## src/rtl/craft_pkg.sv

```systemverilog
// Shared CRAFT types and tables: nibble-vector type (I0 at index 0), S-box,
// nibble permutation P and tweak permutation Q.
package craft_pkg;
  localparam int NUM_ROUNDS_DEF = 32;

  typedef logic [3:0]        nib_t;
  typedef nib_t [0:15]       nvec_t;
  typedef enum logic [1:0] {S_IDLE, S_RUN, S_DONE} fsm_t;

  // Entry i of each table sits in nibble slot i.
  localparam nvec_t SBOX = 64'hcad3ebf789150246;
  localparam nvec_t P    = 64'hfcdea98b65471230;
  localparam nvec_t Q    = 64'hcaf5e892b374601d;

  function automatic nvec_t permute(input nvec_t x, input nvec_t tab);
    nvec_t y;
    for (int i = 0; i < 16; i++) y[i] = x[tab[i]];
    return y;
  endfunction
endpackage

```

## src/rtl/craft_round.sv

```systemverilog
// One combinational CRAFT round; the final round stops after AddTweakey.
module craft_round
  import craft_pkg::*;
(
  input  logic [63:0] state,
  input  logic [7:0]  rc,
  input  logic [63:0] tk,
  input  logic        last,
  output logic [63:0] nxt
);
  nvec_t s, mc, at, pn, sb;
  logic  unused;

  assign s      = state;
  assign unused = rc[3];

  always_comb begin
    mc = s;
    for (int j = 0; j < 4; j++) begin
      mc[j]   = s[j] ^ s[j+8] ^ s[j+12];
      mc[j+4] = s[j+4] ^ s[j+12];
    end
    at    = mc;
    at[4] = mc[4] ^ rc[7:4];
    at[5] = mc[5] ^ {1'b0, rc[2:0]};
    at    = at ^ nvec_t'(tk);
    pn    = permute(at, P);
    for (int i = 0; i < 16; i++) sb[i] = SBOX[pn[i]];
    nxt = last ? at : sb;
  end
endmodule

```

## src/rtl/craft_encrypt_core.sv

```systemverilog
// Iterative CRAFT encryption: one round per clock, external round-constant source.
module craft_encrypt_core
  import craft_pkg::*;
#(
  parameter int NUM_ROUNDS = NUM_ROUNDS_DEF
) (
  input  logic         clk,
  input  logic         rst,
  input  logic         start,
  input  logic [63:0]  pt,
  input  logic [127:0] key,
  input  logic [63:0]  tweak,
  input  logic [7:0]   rc,
  output logic         rc_rst,
  output logic         busy,
  output logic         done,
  output logic [63:0]  ct
);
  localparam int RW = (NUM_ROUNDS > 4) ? $clog2(NUM_ROUNDS) : 2;

  fsm_t             state, nstate;
  logic [RW-1:0]    r;
  logic [63:0]      st, rnd;
  logic [3:0][63:0] tk;
  logic [63:0]      qt;
  logic             last;

  assign last = (r == RW'(NUM_ROUNDS - 1));
  assign qt   = permute(tweak, Q);

  always_ff @(posedge clk) begin
    if (!rst) state <= S_IDLE;
    else      state <= nstate;
  end

  always_comb begin
    nstate = state;
    busy   = 1'b1;
    rc_rst = 1'b1;
    unique case (state)
      S_IDLE: begin
        busy = 1'b0;
        if (start) nstate = S_RUN;
      end
      S_RUN: begin
        rc_rst = 1'b0;
        if (last) nstate = S_DONE;
      end
      S_DONE:  nstate = S_IDLE;
      default: nstate = S_IDLE;
    endcase
  end

  craft_round u_round (
    .state (st),
    .rc    (rc),
    .tk    (tk[r[1:0]]),
    .last  (last),
    .nxt   (rnd)
  );

  // The counter parks at the last round through DONE; only a new accept clears it.
  always_ff @(posedge clk) begin
    if (!rst) begin
      st   <= '0;
      tk   <= '0;
      r    <= '0;
      ct   <= '0;
      done <= 1'b0;
    end else begin
      done <= 1'b0;
      unique case (state)
        S_IDLE: if (start) begin
          st <= pt;
          tk <= {key[63:0] ^ qt, key[127:64] ^ qt, key[63:0] ^ tweak, key[127:64] ^ tweak};
          r  <= '0;
        end
        S_RUN: begin
          st <= rnd;
          if (last) begin
            ct   <= rnd;
            done <= 1'b1;
          end else begin
            r <= r + RW'(1);
          end
        end
        default: ;
      endcase
    end
  end
endmodule
```

## config.mk

```make
export PLATFORM = sky130hd
export DESIGN_NAME = craft_encrypt_core
export DESIGN_NICKNAME = d
export VERILOG_FILES = /design/src/rtl/craft_pkg.sv /design/src/rtl/craft_round.sv /design/src/rtl/craft_encrypt_core.sv
export SDC_FILE = /design/constraint.sdc
export NUM_CORES = 1
export LEC_CHECK = 0
export ABC_AREA = 1
export CAP_MARGIN = 20
export CORE_MARGIN = 4
export CORE_UTILIZATION = 40
export CTS_BUF_LIST = sky130_fd_sc_hd__clkbuf_4 sky130_fd_sc_hd__clkbuf_8
export CTS_CLUSTER_SIZE = 10
export DETAILED_ROUTE_END_ITERATION = 6
export GPL_TIMING_DRIVEN = 0
export HOLD_SLACK_MARGIN = 0.08
export SYNTH_ARGS = -nofsm -noshare
export SYNTH_HDL_FRONTEND = slang
export SYNTH_HIERARCHICAL = 1
export SYNTH_SLANG_ARGS = --single-unit
```

## constraint.sdc

```tcl
create_clock -name clk -period 1.94 [get_ports clk]
set_input_delay 0.194 -clock clk [delete_from_list [all_inputs] [get_ports clk]]
set_output_delay 0.194 -clock clk [all_outputs]
set_load 0.005 [all_outputs]
```

==> results of run 1 <==
[repair_timing]
| item | CTS | global route |
|---|---|---|
| pin swaps | 127 | 159 |
| hold buffers | 59 | 0 |
| setup buffers | 50 | 41 |
| endpoints found under the setup margin | 131 | 129 |
| cloned | 8 | 7 |
| gates resized for setup | 499 | 369 |
| endpoints found under the hold margin | 217 | 0 |
[cell usage after synthesis (64+ instances only)]
cell type / number / area share, %
clkbuf_1: 64 / 1.2
dfxtp_1: 392 / 38
o21ai_1: 246 / 6.0
nand3_1: 167 / 4.0
buf_2: 72 / 1.7
o21ai_0: 188 / 4.5
inv_1: 167 / 3.0
nand2_1: 835 / 15
buf_1: 77 / 1.4
a31oi_1: 65 / 2.0
nor2_1: 204 / 3.7
o22ai_1: 66 / 2.0
xnor2_1: 289 / 12
[state kept, by name (all words and copies together) (netlist names)]
name	cells
ct	64
done	1
r	5
st	64
state	2
tk	256
[cell type report]
| cell class | instances | area, um2 |
|---|---|---|
| Fill cell | 4713 | 20800 |
| Multi-Input combinational cell | 2179 | 13500 |
| Sequential cell | 392 | 7860 |
| Timing Repair Buffer | 428 | 4290 |
| Buffer | 228 | 1740 |
| Clock buffer | 114 | 1440 |
| Tap cell | 680 | 851 |
| Inverter | 177 | 682 |
| Clock inverter | 14 | 169 |
| Antenna cell | 1 | 2.50 |
[power breakdown]
part / switching (mW) / total, mW / leakage [nW] / internal (mW)
Combinational: 6.04 / 10.5 / 8.11 / 4.49
Clock: 3.82 / 8.94 / 0.856 / 5.13
Sequential: 0.703 / 9.37 / 3.22 / 8.66
[worst max path at each step]
stage	start	endpoint	slack, ns
detailed placement	r[0]	st[57]	-1.23
global route	r[0]	st[54]	-0.53
finish	r[0]	st[54]	-0.46
global placement	r[0]	st[57]	-1.22
CTS	r[0]	st[10]	-0.33
floorplan	r[0]	st[3]	-0.007
[routing by layer]
layer	track usage (%)	wire, um	vias up
met2	52.5	43800	952
met1	40.8	38200	10700
met3	5.35	7060	184
met4	13.2	4040	2
li1	-	-	10600
met5	0	13	-
[stage by stage]
stage	TNS, ns	instance area [um2]	util [%]	setup WS (ns)
floorplan	-0.0127	20700	-	-0.00670
global placement	-134.24	24300	47.3	-1.22
detailed placement	-140.69	24300	47.3	-1.23
CTS	-29.51	28900	56.3	-0.326
global route	-50.68	30500	59.5	-0.534
finish	-38.98	30500	59.5	-0.457
[cell families after synthesis]
| kind of cell | after synthesis | synth area share, % |
|---|---|---|
| fa+ha+maj | 2 | 0.121 |
| simple gates | 1241 | 24.1 |
| xor+xnor | 314 | 13.5 |
| buf+inv | 405 | 8.13 |
| compound gates | 622 | 16.2 |
| flops | 392 | 37.9 |
[critical path: cells and delay by family, from the launching register on]
family | cells | cell delay, ns
AND/OR/NAND/NOR | 4 | 0.43
AO/OA/AOI/OAI | 4 | 0.35
XOR/XNOR | 1 | 0.32
buffers and inverters | 6 | 0.71
flip-flops | 1 | 0.45
==> impl_metrics.json, run 1 <==
{
  "outcome": "complete, but fails checks",
  "failed_checks": "negative setup slack",
  "drv_cap": 0,
  "clkLatencyLatePin_ns": 0.69,
  "layoutNonFillerInstCount": 4213,
  "root_buffer": "clkbuf_8",
  "rows": 83,
  "holdCritStartpoint": "tweak[36]",
  "mostFrequentLayoutCells": "nand2_1, dfxtp_1, o21ai_1, xnor2_1, clkdlybuf4s50_1",
  "ios": 334,
  "max_freq_ghz": 0.417,
  "rsz0062_at_grt": "yes",
  "antenna_found_initial": 1,
  "port_buffers": 268,
  "crit_arrival_ns": 2.91,
  "routed_wl_mm": 93.1,
  "r2r-end": "st[54]",
  "core_um2": 51300,
  "dieHeight_um": 235,
  "crit_fanout": 8,
  "cts_num_sinks": 392,
  "timing.rr.start": "r[0]",
  "peakVddDrop_mv": 0.470,
  "dieWidth_um": 235,
  "critical_path_class": "flop to flop",
  "gr-total-overflow": 0,
  "post-route-worst-setup-slack_ns": -0.457,
  "synth.distinct_cells": 35,
  "setup_violations": 128,
  "fin_crit_ns": 2.40,
  "grt_pass1_wl_mm": 134,
  "fin_crit_sh_pct": 124,
  "netlist_instances": 2976,
  "critPathLaunchType": "flop",
  "cp.required_ns": 2.46,
  "cts_buffers": 72,
  "rrSetupSlack_ns": -0.46,
  "syn_nets": 3245,
  "start_util_pct": 40.3,
  "routabilityCongestion": 0.985,
  "cts_tree": "done",
  "critPathMostFrequentCell": "nand2_1",
  "hp-class": "input port to flop",
  "leakagePower_nw": 12.2,
  "drt_iter0_drc": 2085,
  "syn_area_per_cell_um2": 6.95,
  "via_per_inst": 5.33,
  "slew_viol_final": 0,
  "drt_first_pass_iters": 5,
  "worst_slew_pin_slew_ns": 0.906,
  "drt-wirelength-per-cell_um": 22.1,
  "hold-path-endpoint": "tk[100]",
  "grt.total_usage_pct": 31.6,
  "grt_pass1_vias": 21500,
  "cpPeakStageDelay_ns": 0.45,
  "via_count": 22400,
  "clk_pin_slew_worst_paths_ns": 0.06,
  "holdPathStages": 3,
  "async_reset_ff_share_pct": 0,
  "cts_buffer_depth": 3,
  "ys_ff_latch": 392,
  "drcViolationCount": 0,
  "grt_max_degree": 11,
  "yosys_warnings": 6,
  "dp.cells": 3924,
  "synth-edff-count": 0,
  "reg2regPathDepth": 15,
  "power_density_nw_per_um2": 945,
  "ctsHtreeMaxLevel": 3,
  "synth-seq-area-share_pct": 37.9,
  "cp_slowest_cell": "dfxtp_4",
  "final_common_cell": "nand2_1",
  "cp-end-kind": "flop",
  "synthToLayoutAreaGrowth_pct": 47.5,
  "postRouteAntennaNets": 0,
  "relSlewSlack_pct": 39.6,
  "total_power_mw": 28.8,
  "hold_ws_ns": 0.139,
  "finalNetCount": 3747,
  "drive_above_1_share_pct": 23.7,
  "skew_ns": 0.0388,
  "dp_hpwl_mm": 69.3,
  "dieArea_um2": 55400,
  "syn-cell-area_um2": 20700,
  "synth_flop_cell": "dfxtp_1",
  "crit_chain": "inv_8 -> buf_12 -> buf_4 -> buf_12 -> buf_12 -> o21ai_2 -> o22ai_2 -> xnor2_2 -> nand2_1 -> nand2_1 -> nand2_1 -> o21ai_2 -> inv_1 -> nand2_1 -> a31oi_1",
  "hold_viol_final": 0
}
(Power assumes the default switching activity.)
==> run 2, diff against run 1 <==
--- a/config.mk
+++ b/config.mk
@@ -14,6 +14,7 @@
 export DETAILED_ROUTE_END_ITERATION = 6
 export GPL_TIMING_DRIVEN = 0
 export HOLD_SLACK_MARGIN = 0.08
+export SETUP_SLACK_MARGIN = 0.4
 export SYNTH_ARGS = -nofsm -noshare
 export SYNTH_HDL_FRONTEND = slang
 export SYNTH_HIERARCHICAL = 1
==> impl_metrics.json, run 2 (synthesized netlist as in run 1, its figures left out) <==
{
  "cp-end-kind": "flop",
  "hp-class": "input port to flop",
  "drt_iter0_drc": 2277,
  "crit_end": "st[46]",
  "largest_reg_flops": 256,
  "r2r-end": "st[46]",
  "reg2regPathDepth": 14,
  "rows": 83,
  "post-route-worst-setup-slack_ns": -0.410,
  "core_um2": 51300,
  "top_register": "tk",
  "final_common_cell": "nand2_1",
  "max_freq_ghz": 0.426,
  "critPathLaunchType": "flop",
  "crit_chain": "buf_6 -> buf_12 -> buf_4 -> clkbuf_16 -> nor2_4 -> o22ai_4 -> xor2_2 -> inv_1 -> a21oi_2 -> nand2_1 -> o21ai_2 -> inv_1 -> nand2_1 -> a31oi_1",
  "mostFrequentLayoutCells": "nand2_1, dfxtp_1, o21ai_1, xnor2_1, clkdlybuf4s50_1",
  "fin_tns_setup_ns": -36.93,
  "dp_hpwl_mm": 67.3,
  "place_area_um2": 24700,
  "clkLatencyLatePin_ns": 0.66,
  "gr-total-overflow": 0,
  "power_density_nw_per_um2": 950,
  "hold_viol_final": 0,
  "grt_pass1_wl_mm": 131,
  "grt.total_usage_pct": 30.6,
  "drv_cap": 0,
  "dieHeight_um": 235,
  "cts_tree": "done",
  "grt_max_degree": 11,
  "fin_crit_sh_pct": 121,
  "drt-wirelength-per-cell_um": 21.7,
  "root_buffer": "clkbuf_8",
  "relSlewSlack_pct": 36.4,
  "startpoint": "r[0]",
  "cp_slowest_cell": "dfxtp_4",
  "drt_first_pass_iters": 7,
  "crit_fanout": 8,
  "antenna_found_initial": 1,
  "routabilityCongestion": 0.951,
  "start_util_pct": 40.3,
  "finalNetCount": 3730,
  "cts_buffers": 71,
  "fin_crit_ns": 2.35,
  "rsz0062_at_grt": "yes",
  "drive_above_1_share_pct": 23.0,
  "ios": 334,
  "outcome": "complete, but fails checks",
  "ctsHtreeMaxLevel": 3,
  "dieArea_um2": 55400,
  "cts_num_sinks": 392,
  "pre_cts_slack_ns": -0.936,
  "failed_checks": "negative setup slack",
  "hold_ws_ns": 0.120,
  "routed_wl_mm": 90.7,
  "rrSetupSlack_ns": -0.41,
  "postRouteAntennaNets": 0,
  "synthToLayoutAreaGrowth_pct": 46.1,
  "reg_top3": "tk: 256 flops, ct: 64 flops, st: 64 flops",
  "via_per_inst": 5.34,
  "grt_pass1_vias": 21500,
  "leakagePower_nw": 12.4,
  "drcViolationCount": 0,
  "skew_ns": 0.0260,
  "slew_viol_final": 0,
  "crit_arrival_ns": 2.87,
  "port_buffers": 268,
  "dieWidth_um": 235,
  "cpPeakStageDelay_ns": 0.44,
  "critical_path_class": "flop to flop",
  "timing.rr.start": "r[0]",
  "setup_violations": 128,
  "worst_slew_pin_slew_ns": 0.954,
  "clk_pin_slew_worst_paths_ns": 0.07,
  "stdcell_area_um2": 30200,
  "peakVddDrop_mv": 0.571,
  "cp.required_ns": 2.46,
  "cts_buffer_depth": 3,
  "via_count": 22400
}
run 2: worst max-delay path: cells and delay by family (launching register included):
family | cells | cell delay [ns]
flip-flops | 1 | 0.44
AO/OA/AOI/OAI | 4 | 0.55
XOR/XNOR | 1 | 0.24
AND/OR/NAND/NOR | 3 | 0.21
buffers and inverters | 6 | 0.77
run 2: through the flow:
step	std cells	utilization, %	power, mW
floorplan	2976	-	14.1
CTS	4141	55.9	27.0
finish	4186	58.9	28.7
detailed placement	3924	48.2	16.8
global placement	3924	48.2	16.7
global route	4186	58.9	29.9
run 2: layout make-up:
type,instances,area [um2]
diodes,1,2.50
clock inverters,12,184
inverters,177,692
repair buffers,412,4170
multi-input cells,2179,13400
flip-flops and latches,392,7860
well taps,680,851
plain buffers,228,1680
clock buffers,105,1360
fillers,4791,21100
run 2: worst min path at each step:
stage | startpoint | endpoint | slack, ns | depth (start not counted)
6_report | tweak[7] | tk[175] | 0.12 | 3
5_1_grt | tweak[37] | tk[141] | 0.12 | 3
4_1_cts | tweak[7] | tk[175] | 0.08 | 3
3_5_place_dp | tk[185] | tk[185] | 0.44 | 2
3_3_place_gp | tk[183] | tk[183] | 0.44 | 2
2_1_floorplan | rst | done | 0.35 | 2
run 2: routing by layer:
metal	share of wire, %	wire [um]	vias to the layer above	track usage [%]
li1	-	-	10500	-
met3	7.7	7000	206	4.48
met2	47	42400	1045	51.2
met1	41	37400	10600	40.0
met4	4.3	3890	0	12.2
met5	0	0	-	0
run 2: report_power, final:
part           total, mW  switching [mW]  internal, mW  leakage (nW)
Combinational       10.6            6.20          4.44          8.36
Sequential          9.32           0.652          8.67          3.22
Clock               8.76            3.73          5.03         0.815
run 2: repair_timing:
action / CTS / global route
gates cloned: 7 / 3
buffers inserted: 35 / 41
resized for setup: 346 / 335
hold buffers: 58 / 0
setup endpoints to repair: 276 / 446
hold endpoints to repair: 217 / 0
pin swaps: 149 / 183
